File: src/rtl/washu_dbg_monitor_if.sv
// Observation/control bundle between the washu debug monitor and its environment.
// The slave side is the monitor itself; the master side is the CPU/board harness.
interface washu_dbg_monitor_if;
    logic        run_req;
    logic        step_req;
    logic        sel_hold;
    logic [1:0]  sel_sw;
    logic [15:0] dispReq;
    logic        pause;
    logic [1:0]  regSelect;
    logic [3:0]  snap_valid;
    logic [15:0] cur_value;
    logic [3:0]  an;
    logic [6:0]  seg;

    modport master (
        output run_req, step_req, sel_hold, sel_sw, dispReq,
        input  pause, regSelect, snap_valid, cur_value, an, seg
    );

    modport slave (
        input  run_req, step_req, sel_hold, sel_sw, dispReq,
        output pause, regSelect, snap_valid, cur_value, an, seg
    );
endinterface

File: src/rtl/washu_dbg_monitor.sv
// washu debug monitor: pause/single-step control of the CPU, round-robin capture of
// the four observable registers into snapshots, and a 4-digit seven-segment scanner.
module washu_dbg_monitor #(
    parameter int unsigned SETTLE_CYCLES = 2,
    parameter int unsigned SCAN_DIV      = 1000
) (
    input  logic                clk,
    input  logic                reset,
    washu_dbg_monitor_if.slave  bus
);

    typedef enum logic [1:0] {StRun, StHalt, StStep} pause_state_e;
    typedef enum logic {StSet, StCap} scan_state_e;

    localparam logic [3:0]  SettleLast = 4'(SETTLE_CYCLES - 1);
    localparam logic [15:0] PrescLast  = 16'(SCAN_DIV - 1);

    // Pause control
    pause_state_e pause_state_q;
    logic         pause_q;
    logic         step_q;
    logic         step_rise;

    // Register scan / snapshots
    scan_state_e      scan_state_q;
    logic [3:0]       settle_cnt_q;
    logic [1:0]       idx_q;
    logic [1:0]       next_idx;
    logic [3:0][15:0] snap_q;
    logic [3:0]       snap_valid_q;
    logic [15:0]      cur_value;

    // Display scanner
    logic [15:0] presc_q;
    logic        presc_wrap;
    logic [1:0]  dig_q;
    logic [1:0]  dig_d;
    logic [3:0]  nibble;
    logic [3:0]  an_q;
    logic [6:0]  seg_q;

    function automatic logic [6:0] hex_to_seg(input logic [3:0] h);
        logic [6:0] s;
        unique case (h)
            4'h0: s = 7'b1000000;
            4'h1: s = 7'b1111001;
            4'h2: s = 7'b0100100;
            4'h3: s = 7'b0110000;
            4'h4: s = 7'b0011001;
            4'h5: s = 7'b0010010;
            4'h6: s = 7'b0000010;
            4'h7: s = 7'b1111000;
            4'h8: s = 7'b0000000;
            4'h9: s = 7'b0010000;
            4'hA: s = 7'b0001000;
            4'hB: s = 7'b0000011;
            4'hC: s = 7'b1000110;
            4'hD: s = 7'b0100001;
            4'hE: s = 7'b0000110;
            default: s = 7'b0001110;
        endcase
        return s;
    endfunction

    assign step_rise = bus.step_req & ~step_q;

    // Pause FSM: step edges only count while halted; a step lasts exactly one cycle.
    always_ff @(posedge clk or posedge reset) begin
        if (reset) begin
            pause_state_q <= StHalt;
            pause_q       <= 1'b1;
            step_q        <= 1'b0;
        end else begin
            step_q <= bus.step_req;
            case (pause_state_q)
                StRun: begin
                    if (!bus.run_req) begin
                        pause_state_q <= StHalt;
                        pause_q       <= 1'b1;
                    end
                end
                StHalt: begin
                    if (bus.run_req) begin
                        pause_state_q <= StRun;
                        pause_q       <= 1'b0;
                    end else if (step_rise) begin
                        pause_state_q <= StStep;
                        pause_q       <= 1'b0;
                    end
                end
                StStep: begin
                    pause_state_q <= StHalt;
                    pause_q       <= 1'b1;
                end
                default: begin
                    pause_state_q <= StHalt;
                    pause_q       <= 1'b1;
                end
            endcase
        end
    end

    // Index to select after a capture: locked switch value or round-robin.
    always_comb begin
        next_idx = idx_q + 2'd1;
        if (bus.sel_hold) begin
            next_idx = bus.sel_sw;
        end
    end

    // Scan FSM: hold regSelect for the settle time, then capture dispReq for that index.
    // A switch change while settling restarts the settle so data always matches the select.
    always_ff @(posedge clk or posedge reset) begin
        if (reset) begin
            scan_state_q <= StSet;
            settle_cnt_q <= '0;
            idx_q        <= '0;
            snap_q       <= '0;
            snap_valid_q <= '0;
        end else begin
            case (scan_state_q)
                StSet: begin
                    if (bus.sel_hold && (bus.sel_sw != idx_q)) begin
                        idx_q        <= bus.sel_sw;
                        settle_cnt_q <= '0;
                    end else if (settle_cnt_q == SettleLast) begin
                        scan_state_q <= StCap;
                    end else begin
                        settle_cnt_q <= settle_cnt_q + 4'd1;
                    end
                end
                StCap: begin
                    snap_q[idx_q]       <= bus.dispReq;
                    snap_valid_q[idx_q] <= 1'b1;
                    settle_cnt_q        <= '0;
                    idx_q               <= next_idx;
                    scan_state_q        <= StSet;
                end
                default: begin
                    scan_state_q <= StSet;
                    settle_cnt_q <= '0;
                end
            endcase
        end
    end

    assign cur_value = snap_q[bus.sel_sw];

    // Next digit and its nibble; an/seg are registered against the new digit so they stay aligned.
    always_comb begin
        presc_wrap = (presc_q == PrescLast);
        dig_d      = dig_q;
        if (presc_wrap) begin
            dig_d = dig_q + 2'd1;
        end
        nibble = cur_value[3:0];
        unique case (dig_d)
            2'd0: nibble = cur_value[3:0];
            2'd1: nibble = cur_value[7:4];
            2'd2: nibble = cur_value[11:8];
            default: nibble = cur_value[15:12];
        endcase
    end

    // Display prescaler, digit counter and registered segment/anode drive.
    always_ff @(posedge clk or posedge reset) begin
        if (reset) begin
            presc_q <= '0;
            dig_q   <= '0;
            an_q    <= 4'b1110;
            seg_q   <= 7'b1000000;
        end else begin
            presc_q <= presc_wrap ? 16'd0 : presc_q + 16'd1;
            dig_q   <= dig_d;
            an_q    <= ~(4'b0001 << dig_d);
            seg_q   <= hex_to_seg(nibble);
        end
    end

    assign bus.pause      = pause_q;
    assign bus.regSelect  = idx_q;
    assign bus.snap_valid = snap_valid_q;
    assign bus.cur_value  = cur_value;
    assign bus.an         = an_q;
    assign bus.seg        = seg_q;

endmodule

File: src/flat_wrapper.sv
// flat-port wrapper written by rule: the top's interface ports become plain ports
module washu_dbg_monitor_flat 
#(
    parameter int unsigned SETTLE_CYCLES = 2,
    parameter int unsigned SCAN_DIV      = 1000
)
  (clk, reset, bus_run_req, bus_step_req, bus_sel_hold, bus_sel_sw, bus_dispReq, bus_pause, bus_regSelect, bus_snap_valid, bus_cur_value, bus_an, bus_seg);
  washu_dbg_monitor_if bus_i ();
  input  logic clk;
  input  logic reset;
  input wire logic [$bits(bus_i.run_req)-1:0] bus_run_req;
  input wire logic [$bits(bus_i.step_req)-1:0] bus_step_req;
  input wire logic [$bits(bus_i.sel_hold)-1:0] bus_sel_hold;
  input wire logic [$bits(bus_i.sel_sw)-1:0] bus_sel_sw;
  input wire logic [$bits(bus_i.dispReq)-1:0] bus_dispReq;
  output wire logic [$bits(bus_i.pause)-1:0] bus_pause;
  output wire logic [$bits(bus_i.regSelect)-1:0] bus_regSelect;
  output wire logic [$bits(bus_i.snap_valid)-1:0] bus_snap_valid;
  output wire logic [$bits(bus_i.cur_value)-1:0] bus_cur_value;
  output wire logic [$bits(bus_i.an)-1:0] bus_an;
  output wire logic [$bits(bus_i.seg)-1:0] bus_seg;
  assign bus_i.run_req = bus_run_req;
  assign bus_i.step_req = bus_step_req;
  assign bus_i.sel_hold = bus_sel_hold;
  assign bus_i.sel_sw = bus_sel_sw;
  assign bus_i.dispReq = bus_dispReq;
  assign bus_pause = bus_i.pause;
  assign bus_regSelect = bus_i.regSelect;
  assign bus_snap_valid = bus_i.snap_valid;
  assign bus_cur_value = bus_i.cur_value;
  assign bus_an = bus_i.an;
  assign bus_seg = bus_i.seg;
  washu_dbg_monitor #(.SETTLE_CYCLES(SETTLE_CYCLES), .SCAN_DIV(SCAN_DIV)) u_core (.clk(clk), .reset(reset), .bus(bus_i));
endmodule
File: config.mk
export PLATFORM = sky130hd
export DESIGN_NAME = washu_dbg_monitor_flat
export DESIGN_NICKNAME = d
export VERILOG_FILES = /design/src/rtl/washu_dbg_monitor_if.sv /design/src/rtl/washu_dbg_monitor.sv /design/src/flat_wrapper.sv
export SDC_FILE = /design/constraint.sdc
export NUM_CORES = 1
export LEC_CHECK = 0
export ABC_AREA = 0
export CAP_MARGIN = 20
export CORE_UTILIZATION = 46
export CTS_BUF_LIST = sky130_fd_sc_hd__clkbuf_4 sky130_fd_sc_hd__clkbuf_8 sky130_fd_sc_hd__clkbuf_16
export CTS_CLUSTER_SIZE = 10
export DETAILED_ROUTE_END_ITERATION = 7
export PLACE_DENSITY_LB_ADDON = 0.2
export SLEW_MARGIN = 20
export SYNTH_ARGS = -nofsm -noshare
export SYNTH_HDL_FRONTEND = slang
export SYNTH_SLANG_ARGS = --single-unit
export TNS_END_PERCENT = 50
File: constraint.sdc
create_clock -name clk -period 3.01 [get_ports clk]
set_input_delay 0.4515 -clock clk [delete_from_list [all_inputs] [get_ports clk]]
set_output_delay 0.4515 -clock clk [all_outputs]
set_load 0.01 [all_outputs]
## Yosys cells after proc, flatten, opt, wreduce, memory -nomap -nowiden

Memory sizes are Yosys's and may differ from the RTL's. A register that Yosys moved wholly into a read port is not among the register bits.
Index checks and enable logic that the tools add are counted.

- Bitwise logic cells: 5
- Shifts and indexed selects: 1
- Mux-type cells: 27
- Add/subtract/negate cells: 4
- Eq/ne operators: 10
- Reductions and logical operators: 5
- $lt $le $gt $ge: 3

Operator list:

| operator | number |
|---|---|
| $bwmux 64 | 1 |
| $mux 16 | 3 |
| $bmux 16 s2 | 1 |
| $demux 16 s2 | 1 |
| $add 16x1->16 const B | 1 |
| $eq 16x10->1 const B | 1 |
| $mux 2 | 6 |
| $pmux 4 s3 | 1 |
| $mux 4 | 2 |
| $pmux 2 s2 | 2 |
| $pmux 4 s2 | 1 |
| $lt 2x3->1 const B | 2 |
| $mux 1 | 6 |
| $ne 3x2->1 const B | 2 |
| $add 2x1->2 const B | 2 |
| $add 4x1->4 const B | 1 |
| $eq 2x1->1 const B | 2 |
| $eq 4x1->1 const B | 1 |
| $logic_not 2->1 | 2 |
| $not 4->4 | 1 |
| $or 4x4->4 | 1 |
| $pmux 1 s2 | 2 |
| $shl 1x2->4 const A | 1 |
| $demux 1 s2 | 1 |
| other kinds (9) | 11 |

- Input bits: 23
- Output and inout port bits: 34
- Memories kept: 1
- Register bits after elaboration: 101
- Logic and storage cells: 70
- Memory bits (read-only): 112

Memory list:

| memory | words | bits a word | rd ports | clocked after memory_dff | write ports | RTL line | source |
|---|---|---|---|---|---|---|---|
| (name not given) | 16 | 7 | 1 | 1 | 0 | washu_dbg_monitor.sv:44 | `unique case (h)` |

## Logic depth before layout (Yosys ltp)

- Depth after elaboration: 5
- Gate-level depth with buffers: 11

## Worst setup path after synthesis

OpenSTA, ideal clock, no wires.

- Path type: input to register
- Start: input port bus_sel_sw[1]
- End: register u_core.seg_q[5], in the netlist u_core.bus.seg[5]
- Cell stages on the path: 10
- Slack: 0.026 ns
- Path buffers: 2
- Library setup time: 0.121 ns
- Data arrival time: 2.863 ns
- Cells stage by stage: buf_2 -> clkbuf_1 -> mux4_2 -> mux4_2 -> mux2i_1 -> inv_1 -> ha_1 -> inv_1 -> mux2i_1 -> a22o_1

- Cells in the longest elaborated chain, start to end: 3

RTL lines:

| element | RTL line | source |
|---|---|---|
| start: declaration | flat_wrapper.sv:14 | `input wire logic [$bits(bus_i.sel_sw)-1:0] bus_sel_sw;` |
| $bmux 16 s2 | washu_dbg_monitor.sv:147 | `assign cur_value = snap_q[bus.sel_sw];` |
| $mux 16 (implied by the code) | washu_dbg_monitor.sv:147 |  |
| named net bus_cur_value[1] | flat_wrapper.sv:19 | `output wire logic [$bits(bus_i.cur_value)-1:0] bus_cur_value;` |
| $pmux 4 s3 | washu_dbg_monitor.sv:157 | `unique case (dig_d)` |
| end: declaration | washu_dbg_monitor.sv:40 | `logic [6:0] seg_q;` |

The timed path passes the listed nets, and every way through them passes these cells. The select of a mux whose other input is x is not followed.
A chain may end at the register's enable or synchronous reset.

## Worst setup path after layout

- Start: register u_core.presc_q[1]
- End: register u_core.seg_q[3], in the netlist u_core.bus.seg[3]

- Cells in the longest elaborated chain, start to end: 4
- Elaborated cells between the ends (all ways): 6
- Classes of those cells: eq/ne (3); mux (2); reduce/logical (1)

RTL lines:

| element | RTL line | source |
|---|---|---|
| start: declaration | washu_dbg_monitor.sv:34 | `logic [15:0] presc_q;` |
| start signal: assignment | washu_dbg_monitor.sv:173 | `presc_q <= presc_wrap ? 16'd0 : presc_q + 16'd1;` |
| $eq 16x10->1 * | washu_dbg_monitor.sv:151 | `presc_wrap = (presc_q == PrescLast);` |
| $mux 2 * | washu_dbg_monitor.sv:153 | `if (presc_wrap) begin` |
| $eq 2x2->1 (tied with other cells) | washu_dbg_monitor.sv:157 |  |
| $pmux 4 s3 * | washu_dbg_monitor.sv:157 |  |

Every way passes the cells marked *; elsewhere a longest branch is shown, timed or not.

==> flow_summary.json <==
{
  "status": "completed",
  "setup_violations": 0,
  "ys_warn_count": 0,
  "synth_nets": 382,
  "antenna_left": 0,
  "synth_compound_area_share_pct": 1.96,
  "core_mm2": 0.0105,
  "diodes": 0,
  "synth_edf_count": 0,
  "synthTopCellsByCount": "dfrtp_1 (102), mux2_2 (66), nor2_1 (16)",
  "drive_gt1_share_pct": 35.1,
  "antenna_found_initial": 0,
  "clk_latency_ns": 0.38,
  "yosys.area_share.adder_pct": 3.22,
  "fp.dieArea_mm2": 0.0114,
  "grt_max_degree": 108,
  "hold_viol": 0,
  "die-width_um": 107,
  "crit_arrival_ns": 3.09,
  "yosysTopAreaCell": "dfrtp_1",
  "worst_ep_required_time_ns": 3.27,
  "ys_async_sr_fraction_pct": 100,
  "reg2reg_slack_ns": 0.19,
  "cts_root_buf": "clkbuf_8",
  "dp_worst_setup_slack_ns": -0.369,
  "cts_sinks": 107,
  "track_usage_pct": 19.1,
  "crit_slowest_cell": "mux4_2",
  "syn2layout_area_growth_pct": 26.1,
  "die_height_um": 107,
  "htree_levels": 3,
  "io_pins": 57,
  "synth-main-ff-cell": "dfrtp_1",
  "fin_crit_ns": 2.82,
  "grt_pass1_wl_um": 16500,
  "routedWlPerCell_um": 17.3,
  "r2r_cells": 12,
  "fin_crit_sh_pct": 93.8,
  "grt_pass1_vias": 3325,
  "initial_core_util_pct": 48.1,
  "relSlewSlack_pct": 38.5,
  "yosys.area_share.simple_pct": 6.68,
  "place.detailed.hpwl_um": 6720,
  "syn-cell-area_mm2": 0.00505,
  "tightest_slew_ns": 0.920,
  "startpoint": "u_core.presc_q[1]",
  "regToRegStartpoint": "u_core.presc_q[1]",
  "portBuffers": 56,
  "drv_cap": 0,
  "synth_top_family_by_area": "multiplexers",
  "final_cell_count_no_fill": 586,
  "dpl.cell_count": 560,
  "crit_end": "u_core.bus.seg[3]",
  "drc": 0,
  "synth_cells": 346,
  "cts_max_path_buffers": 2,
  "finalSetupTns_ns": 0,
  "via_per_inst": 5.41,
  "totalWireLength_um": 10200,
  "synth_seq_cells": 107,
  "crit_family": "multiplexers",
  "seq_area_frac_synth_pct": 53.1,
  "hp-class": "flop to flop",
  "worst_slack_ns": 0.185,
  "rr_endpoint": "u_core.bus.seg[3]",
  "drtIter0Drc": 120,
  "nets": 481,
  "synth_mux_area_share_pct": 28.9,
  "final_core_util_pct": 60.6,
  "synth_most_common_cell": "dfrtp_1",
  "maxSlewViolCount": 0,
  "synth_area_leaders": "dfrtp_1 (50%), mux2_2 (15%), mux4_2 (6.2%)",
  "gp_congestion": 0.758,
  "yosys.area_share.xor_xnor_pct": 3.47,
  "via_count": 3169,
  "fmax_mhz": 354,
  "power.total_mw": 5.65,
  "critPathMaxStageDelay_ns": 0.52,
  "fin_worst_skew_ns": 0.00834,
  "numCtsBuffers": 9,
  "power.density_mw_per_mm2": 887,
  "ir_drop_mv": 0.440,
  "clk_pin_slew_worst_paths_ns": 0.10,
  "path_depth": 12,
  "syn_area_per_cell_um2": 14.6,
  "gr-total-overflow": 0,
  "crit_chain": "ha_2, nor4bb_2, and4_1, buf_12, mux4_2, mux2i_2, buf_4, inv_1, buf_4, ha_1, mux2i_1, mux2i_1",
  "drt_first_pass_iters": 4,
  "worst_setup_path_end_kind": "flop",
  "path_buf_inv": 4,
  "cts_tree": "yes",
  "rows": 37,
  "synth_cell_types": 42,
  "synth_top_area_share_pct": 50.5,
  "critPathMaxFanout": 13,
  "hold_buffers": 0,
  "leakagePower_nw": 2.74,
  "critPathLaunchType": "flop",
  "critPathKind": "flop to flop"
}
worst register-to-register path, cell delays in order, from the launching register on:
cell	delay [ns]
dfrtp_1	0.38
ha_2	0.20
nor4bb_2	0.18
and4_1	0.27
buf_12	0.16
mux4_2	0.52
mux2i_2	0.17
buf_4	0.17
inv_1	0.07
buf_4	0.13
ha_1	0.20
mux2i_1	0.16
mux2i_1	0.10
worst min-delay path by stage:
| stage | endpoint | slack, ns | from | cells after the start |
|---|---|---|---|---|
| 6_report | u_core.pause_state_q[1] | 0.44 | u_core.step_q | 1 |
| 5_1_grt | u_core.pause_state_q[1] | 0.47 | u_core.step_q | 1 |
| 4_1_cts | u_core.pause_state_q[1] | 0.44 | u_core.step_q | 1 |
| 3_5_place_dp | u_core.pause_state_q[1] | 0.43 | u_core.step_q | 1 |
| 3_3_place_gp | u_core.pause_state_q[1] | 0.42 | u_core.step_q | 1 |
| 2_1_floorplan | u_core.pause_state_q[1] | 0.40 | u_core.pause_state_q[1] | 1 |
through the flow:
stage	hold slack (ns)	instance area, um^2
global route	0.474	6370
CTS	0.444	6250
finish	0.441	6370
detailed placement	0.429	6020
global placement	0.416	6020
floorplan	0.402	5060
sequential cells by signal (all words and copies together) (netlist names), 4 cells and up:
name / flops
u_core.bus.an: 4
u_core.bus.seg: 7
u_core.bus.snap_valid: 4
u_core.presc_q: 16
u_core.settle_cnt_q: 4
u_core.snap_q: 64
power breakdown:
part           switching [mW]  internal, mW  total, mW
Combinational           0.884          1.50       2.39
Clock                   0.524         0.485       1.01
Sequential              0.274          1.98       2.25
Total                    1.68          3.97       5.65
layout make-up:
type | instances | area (um^2)
timing repair buffer | 103 | 983
clock inverter | 7 | 105
multi-input combinational | 214 | 2260
fill | 843 | 4140
inverter | 10 | 41.3
tap | 136 | 170
clock buffer | 9 | 124
sequential | 107 | 2680
metal layers:
| layer | vias to the layer above | track usage, % | part of all wire, % |
|---|---|---|---|
| met5 | - | 0 | 0 |
| met4 | 0 | 8.51 | 2.2 |
| met3 | 20 | 3.77 | 2.9 |
| met2 | 71 | 30.9 | 50 |
| met1 | 1624 | 25.2 | 45 |
| li1 | 1454 | - | - |
cells in the final DEF, fill, tap and decap left out, drive strengths merged, types with 2 or more instances in the layout:
cell / n
nand2b: 7
xnor2: 10
dfstp: 5
clkbuf: 10
mux2i: 9
bufinv: 2
xor2: 10
or3: 2
nor3b: 2
dfrtp: 102
buf: 46
mux2: 68
inv: 13
ha: 13
clkdlybuf4s50: 55
a211oi: 2
nand3: 6
nor3: 2
and3: 3
nand4: 4
nor2: 16
mux4: 24
and4: 2
nand2: 15
o21ai: 7
timing repair:
| item | CTS | global route |
|---|---|---|
| gates resized for setup | 0 | 6 |
| buffers inserted | 0 | 9 |
| endpoints found under the setup margin | 0 | 7 |
| hold endpoints to repair | 0 | 0 |
logic make-up (layout without fill, tap and decap cells):
logic type | count (synthesis) | in the layout
DFF | 107 | 107
muxes | 101 | 101
and+or+nand+nor | 65 | 65
buffers and inverters | 25 | 129
xor gates and xnor gates | 20 | 20
AOI/OAI and AO/OA | 15 | 15
adders and majority gates | 13 | 13
Power figures use the tool's default switching activity.
